$ cat src/rtl/mem_bus_dma.sv
// Single-channel word DMA: copies word_count 32-bit words from src_addr to dst_addr
// over a strobe-based memory bus, one read then one write per word.
module mem_bus_dma #(
  parameter int unsigned ADDR_WIDTH = 32,
  parameter int unsigned LEN_WIDTH  = 16
) (
  input  logic                  clk,
  input  logic                  reset,
  input  logic                  start,
  input  logic [ADDR_WIDTH-1:0] src_addr,
  input  logic [ADDR_WIDTH-1:0] dst_addr,
  input  logic [LEN_WIDTH-1:0]  word_count,
  output logic                  busy,
  output logic                  done,
  output logic [LEN_WIDTH-1:0]  remaining,
  output logic [ADDR_WIDTH-1:0] mem_addr,
  output logic [31:0]           mem_wdata,
  output logic [3:0]            mem_wmask,
  output logic                  mem_rstrb,
  output logic                  mem_access,
  input  logic [31:0]           mem_rdata,
  input  logic                  mem_rbusy,
  input  logic                  mem_wbusy
);

  typedef enum logic [2:0] {
    StIdle,
    StReadReq,
    StReadWait,
    StWrite,
    StDone
  } state_e;

  state_e                state_q, state_d;
  logic [ADDR_WIDTH-1:0] src_ptr_q, src_ptr_d;
  logic [ADDR_WIDTH-1:0] dst_ptr_q, dst_ptr_d;
  logic [LEN_WIDTH-1:0]  remaining_q, remaining_d;
  logic [31:0]           data_q, data_d;

  always_ff @(posedge clk or posedge reset) begin
    if (reset) begin
      state_q     <= StIdle;
      src_ptr_q   <= '0;
      dst_ptr_q   <= '0;
      remaining_q <= '0;
      data_q      <= '0;
    end else begin
      state_q     <= state_d;
      src_ptr_q   <= src_ptr_d;
      dst_ptr_q   <= dst_ptr_d;
      remaining_q <= remaining_d;
      data_q      <= data_d;
    end
  end

  always_comb begin
    state_d     = state_q;
    src_ptr_d   = src_ptr_q;
    dst_ptr_d   = dst_ptr_q;
    remaining_d = remaining_q;
    data_d      = data_q;
    unique case (state_q)
      StIdle: begin
        if (start) begin
          if (word_count != '0) begin
            // Pointers are word aligned; the low two address bits are dropped.
            src_ptr_d   = {src_addr[ADDR_WIDTH-1:2], 2'b00};
            dst_ptr_d   = {dst_addr[ADDR_WIDTH-1:2], 2'b00};
            remaining_d = word_count;
            state_d     = StReadReq;
          end else begin
            state_d = StDone;
          end
        end
      end
      StReadReq: state_d = StReadWait;
      StReadWait: begin
        if (!mem_rbusy) begin
          data_d  = mem_rdata;
          state_d = StWrite;
        end
      end
      StWrite: begin
        if (!mem_wbusy) begin
          src_ptr_d   = src_ptr_q + ADDR_WIDTH'(4);
          dst_ptr_d   = dst_ptr_q + ADDR_WIDTH'(4);
          remaining_d = remaining_q - LEN_WIDTH'(1);
          state_d     = (remaining_q == LEN_WIDTH'(1)) ? StDone : StReadReq;
        end
      end
      StDone:  state_d = StIdle;
      default: state_d = StIdle;
    endcase
  end

  // Outputs decode purely from state and flops, so reset clears them without a clock.
  always_comb begin
    busy       = 1'b0;
    done       = 1'b0;
    mem_addr   = '0;
    mem_wdata  = '0;
    mem_wmask  = 4'b0000;
    mem_rstrb  = 1'b0;
    mem_access = 1'b0;
    unique case (state_q)
      StReadReq: begin
        busy       = 1'b1;
        mem_rstrb  = 1'b1;
        mem_access = 1'b1;
        mem_addr   = src_ptr_q;
      end
      StReadWait: begin
        busy       = 1'b1;
        mem_access = 1'b1;
        mem_addr   = src_ptr_q;
      end
      StWrite: begin
        busy       = 1'b1;
        mem_access = 1'b1;
        mem_addr   = dst_ptr_q;
        mem_wdata  = data_q;
        mem_wmask  = 4'b1111;
      end
      StDone:  done = 1'b1;
      default: ;
    endcase
  end

  assign remaining = remaining_q;

endmodule

$ cat config.mk
export PLATFORM = sky130hd
export DESIGN_NAME = mem_bus_dma
export DESIGN_NICKNAME = d
export VERILOG_FILES = /design/src/rtl/mem_bus_dma.sv
export SDC_FILE = /design/constraint.sdc
export NUM_CORES = 1
export LEC_CHECK = 0
export BUFFER_PORTS_ARGS = -buffer_cell sky130_fd_sc_hd__buf_2
export CAP_MARGIN = 25
export CORE_ASPECT_RATIO = 2
export CORE_MARGIN = 2
export CORE_UTILIZATION = 47
export DETAILED_ROUTE_END_ITERATION = 10
export PLACE_DENSITY = 0.87
export SLEW_MARGIN = 20
export SYNTH_ARGS = -nofsm -noshare
export SYNTH_HDL_FRONTEND = slang
export SYNTH_SLANG_ARGS = --single-unit
$ cat constraint.sdc
create_clock -name clk -period 3.25 [get_ports clk]
set_input_delay 0.325 -clock clk [delete_from_list [all_inputs] [get_ports clk]]
set_output_delay 0.325 -clock clk [all_outputs]
set_load 0.02 [all_outputs]
# After elaboration in Yosys (flattened, before gate mapping)
# Index checks and enable logic that the tools add are counted.
[op_classes] reduce_logical=8 n_mux=24 n_bitwise=1 eq_ne=9 add_sub_neg=3
[op_table] operator="$mux W32" n=7
[op_table] operator="$pmux W32 S2" n=3
[op_table] operator="$add A32 B3 Y32 const B" n=2
[op_table] operator="$mux W16" n=3
[op_table] operator="$pmux W16 S2" n=1
[op_table] operator="$eq A16 B1 Y1 const B" n=1
[op_table] operator="$reduce_bool A16 Y1" n=1
[op_table] operator="$sub A16 B1 Y16 const B" n=1
[op_table] operator="$mux W3" n=5
[op_table] operator="$pmux W3 S4" n=1
[op_table] operator="$ne A2 B2 Y1 const B" n=4
[op_table] operator="$eq A3 B2 Y1 const B" n=2
[op_table] operator="$mux W4" n=1
[op_table] operator="$reduce_and A4 Y1" n=1
[op_table] operator="$eq A3 B1 Y1 const B" n=1
[op_table] operator="$eq A3 B3 Y1 const B" n=1
[op_table] operator="$logic_not A3 Y1" n=1
[op_table] operator="$mux W1" n=3
[op_table] operator="$reduce_and A3 Y1" n=1
[op_table] operator="$reduce_or A3 Y1" n=1
[op_table] operator="$reduce_and A2 Y1" n=1
[op_table] operator="$reduce_bool A2 Y1" n=1
[op_table] operator="$reduce_or A2 Y1" n=1
[op_table] operator="$not A1 Y1" n=1
[totals] regBits=115 inputBits=117 out_inout_bits=88 elab_cells=50

# Depth between registers and ports, before layout
[depth] depth_word=4 mapped_depth=8 ltp_nobuf=6

# Worst setup path before layout
# No wires, ideal clock.
[synth_timing] kind="register to output" startpoint="register state_q[2]" endpoint="output mem_wdata[23]" stages_incl_launch_ff=7 t_arrival_ns=1.663 path_buffers=2 t_required_ns=2.925 path_slack_ns=1.262 cell_sequence="dfrtp_1 inv_1 nand3_1 inv_1 buf_2 clkbuf_1 and2_1"
[synth_between] elab_chain_len=2
[synth_lines] item="from (decl)" line_no="34" source="state_e state_q, state_d;"
[synth_lines] item="from (signal assigned)" line_no="42" source="state_q <= StIdle;"
[synth_lines] item="from (signal assigned)" line_no="48" source="state_q <= state_d;"
[synth_lines] item="$eq A3 B2 Y1" line_no="105" source="unique case (state_q)"
[synth_lines] item="$mux W32" line_no="105"
[synth_lines] item="to (decl)" line_no="17" source="output logic [31:0] mem_wdata,"
# Every way passes these cells.

# Worst setup path after layout
[layout_timing] startpoint="register state_q[2]" endpoint="output mem_addr[7]"
[layout_between] elab_chain_len=3 elab_cells_between_ends=5 classes_between="eq/ne (3); mux (1); reduce/logical (1)"
[layout_lines] item="$eq A3 B2 Y1 or $eq A3 B1 Y1 (tied branches)" line_no="105"
[layout_lines] item="$reduce_or A2 Y1 (no source line)"
[layout_lines] item="$pmux W32 S2 (*)" line_no="105"
[layout_lines] item="to (decl)" line_no="16" source="output logic [ADDR_WIDTH-1:0] mem_addr,"
# Mark *: on every way between the ends. The rest lies on a longest branch, timed or not.

==> impl_metrics.tcl <==
set metrics [dict create \
    drtIter0Drc 400 \
    final_area_um2 8150 \
    rsz0062_at_grt "false" \
    synth_top_area_cell "dfrtp_1" \
    htree_levels 3 \
    clk_pin_slew_worst_paths_ns 0.08 \
    numPortBuffers 198 \
    grt_pass1_wl_um 32700 \
    dp_hpwl_um 14800 \
    synth_common_cells "111 x dfrtp_1, 91 x a21oi_1, 73 x nand2_1" \
    cts_made_buffers 9 \
    synth.most_common_cell "dfrtp_1" \
    ctsResizeCount 0 \
    drive_gt1_frac 0.303 \
    grt_pass1_vias 6764 \
    synth_area_leaders "dfrtp_1 41%, a21oi_1 6.8%, mux2_2 5.3%" \
    first_pass_iters 5 \
    crit_path_end_kind "output pin" \
    crit_family "buffers and inverters" \
    hold_viol_final 0 \
    die_height_um 173 \
    ios 205 \
    ys_types 53 \
    fin_worst_skew_ns 0.00929 \
    gr-usage-all-layers 0.269 \
    worstPathCellList "inv_1 > nand3_2 > inv_4 > buf_12 > a22o_1 > buf_2" \
    multi_input_area_um2 3630 \
    p_per_area_nw_per_um2 1140 \
    dpl_cell_area_um2 7840 \
    vias_per_cell 6.10 \
    cts-root-buf "clkbuf_16" \
    path_class "reg -> out" \
    cp.arrival_ns 2.29 \
    regArea_um2 2780 \
    synth_flop_cell "dfrtp_1" \
    ir_drop_mv 0.800 \
    syn2layout_area_growth_pct 21.0 \
    drc 0 \
    worst_ep_required_time_ns 2.92 \
    place.gp.congestion 0.927 \
    wl_um 20300 \
    fillers 1266 \
    clock_sinks 111 \
    clk_latency_ns 0.36 \
    ys_seq_elements 111 \
    cts-hold-fix-buffers 0 \
    coreArea_um2 14000 \
    yosysTopAreaCellShare 0.412 \
    post-cts-setup-buffers 0 \
    initial_core_util 0.482 \
    fp.dieArea_um2 15400 \
    yosysWarningCount 0 \
    fmax_mhz 382 \
    maxSlewHeadroom 0.508 \
    fin_crit_ns 2.62 \
    finalSetupTns_ns 0 \
    wire_per_inst_um 18.3 \
    grt_max_degree 112 \
    netlist_area_um2 6740 \
    cts_tree "built" \
    ant_nets 0 \
    antenna_found_initial 2 \
    async_flop_share 1.00 \
    worst-path-buf-inv 4 \
    status "finished clean" \
    hold_class "in -> async" \
    worstSetupStartpointType "flop" \
    vias 6770 \
    setup_viol 0 \
    cts.path.max_buffers 2 \
    crit_slowest_cell "dfrtp_1" \
    drv_slew 0 \
    yosysSeqAreaShare 0.412 \
    grt-ovfl-total 0 \
    p_leak_uw 0.00358 \
    num_rows 61 \
    syn_avg_cell_area_um2 8.89 \
    crit_fanout 55 \
    fin_crit_sh 0.806 \
    nNetsFinal 1035 \
    worst_slew_pin_slew_ns 0.738 \
    cap_violations 0 \
    syn_inst 758 \
    die_w_um 88.7 \
    cpPeakStageDelay_ns 0.47 \
    synth-edff-count 0 \
]
cells by family after synthesis:
group                    synth area share
multiplexers                       0.0565
buffers and inverters              0.0531
AND/OR/NAND/NOR                     0.207
adder cells (fa/ha/maj)           0.00743
other                            0.000557
flip-flops                          0.412
AO/OA/AOI/OAI                       0.263
cell usage in the layout, fill, tap and decap left out, types with 8 or more instances in the layout:
master	count
buf_2	198
dfrtp_1	111
a21oi_1	90
nand2_1	73
o21ai_0	54
and2_1	39
nor2_1	36
mux2_2	32
nand4_1	27
nand3_1	27
o22ai_1	26
a22o_1	24
nor3_1	14
o22a_1	14
and3_1	11
o2bb2a_1	10
a31oi_1	9
clkbuf_16	9
a2bb2oi_1	8
worst reg2reg max path: stages, from the launching register on:
cell and delay (ns):
dfrtp_1 0.47, inv_1 0.23, nand3_2 0.14, inv_4 0.38
buf_12 0.32, buf_12 0.22, nand2_1 0.08, o22ai_1 0.12
o2bb2a_1 0.23
sequential cells by signal, indices dropped and copies added, names as in the netlist:
signal     count
state_q        3
dst_ptr_q     30
data_q        32
remaining     16
src_ptr_q     30
layout make-up:
class,instances,share of cell area
repair buffers,210,0.142
diodes,1,0.000307
well taps,189,0.0290
clock buffers,9,0.0276
flip-flops and latches,111,0.341
multi-input cells,573,0.445
inverters,9,0.00491
clock inverters,7,0.0103
routing by layer:
metal | wire (µm) | GRT usage | part of all wire
met1 | 7020 | 0.292 | 0.35
met2 | 11000 | 0.470 | 0.54
met3 | 1150 | 0.0414 | 0.057
met4 | 1090 | 0.163 | 0.054
met5 | 0 | 0 | 0
metrics by stage:
step,std cells,hold slack [ns],total power (µW),utilization,worst slack (ns)
floorplan,759,0.456,6580,-,1.26
global placement,1092,0.479,8000,0.561,0.884
detailed placement,1092,0.487,8180,0.561,0.866
CTS,1108,0.161,9330,0.584,0.642
global route,1109,0.184,9980,0.584,0.491
finish,1109,0.0357,9330,0.584,0.632
path summary, 6_finish.rpt:
kind | start | slack (ns) | cells after the start | end
setup / recovery | state_q[2]$_DFFE_PP0P_ | 0.63 | 6 | mem_addr[7]
hold / removal | reset | 0.04 | 3 | dst_ptr_q[10]$_DFFE_PP0P_
setup reg to reg | state_q[2]$_DFFE_PP0P_ | 0.96 | 8 | src_ptr_q[27]$_DFFE_PP0P_
hold reg to reg | data_q[18]$_DFFE_PP0P_ | 0.50 | 1 | data_q[18]$_DFFE_PP0P_
max in group asynchronous | reset | 2.57 | 3 | src_ptr_q[11]$_DFFE_PP0P_
min in group clk | mem_rdata[4] | 0.19 | 2 | data_q[4]$_DFFE_PP0P_
power by group:
| group | internal (µW) | leakage, µW | switching [µW] |
|---|---|---|---|
| sequential | 2070 | 0.00128 | 860 |
| combinational | 2060 | 0.00215 | 3200 |
| clock | 555 | 0.000151 | 584 |
| total | 4690 | 0.00358 | 4640 |
Power figures use the tool's default switching activity.
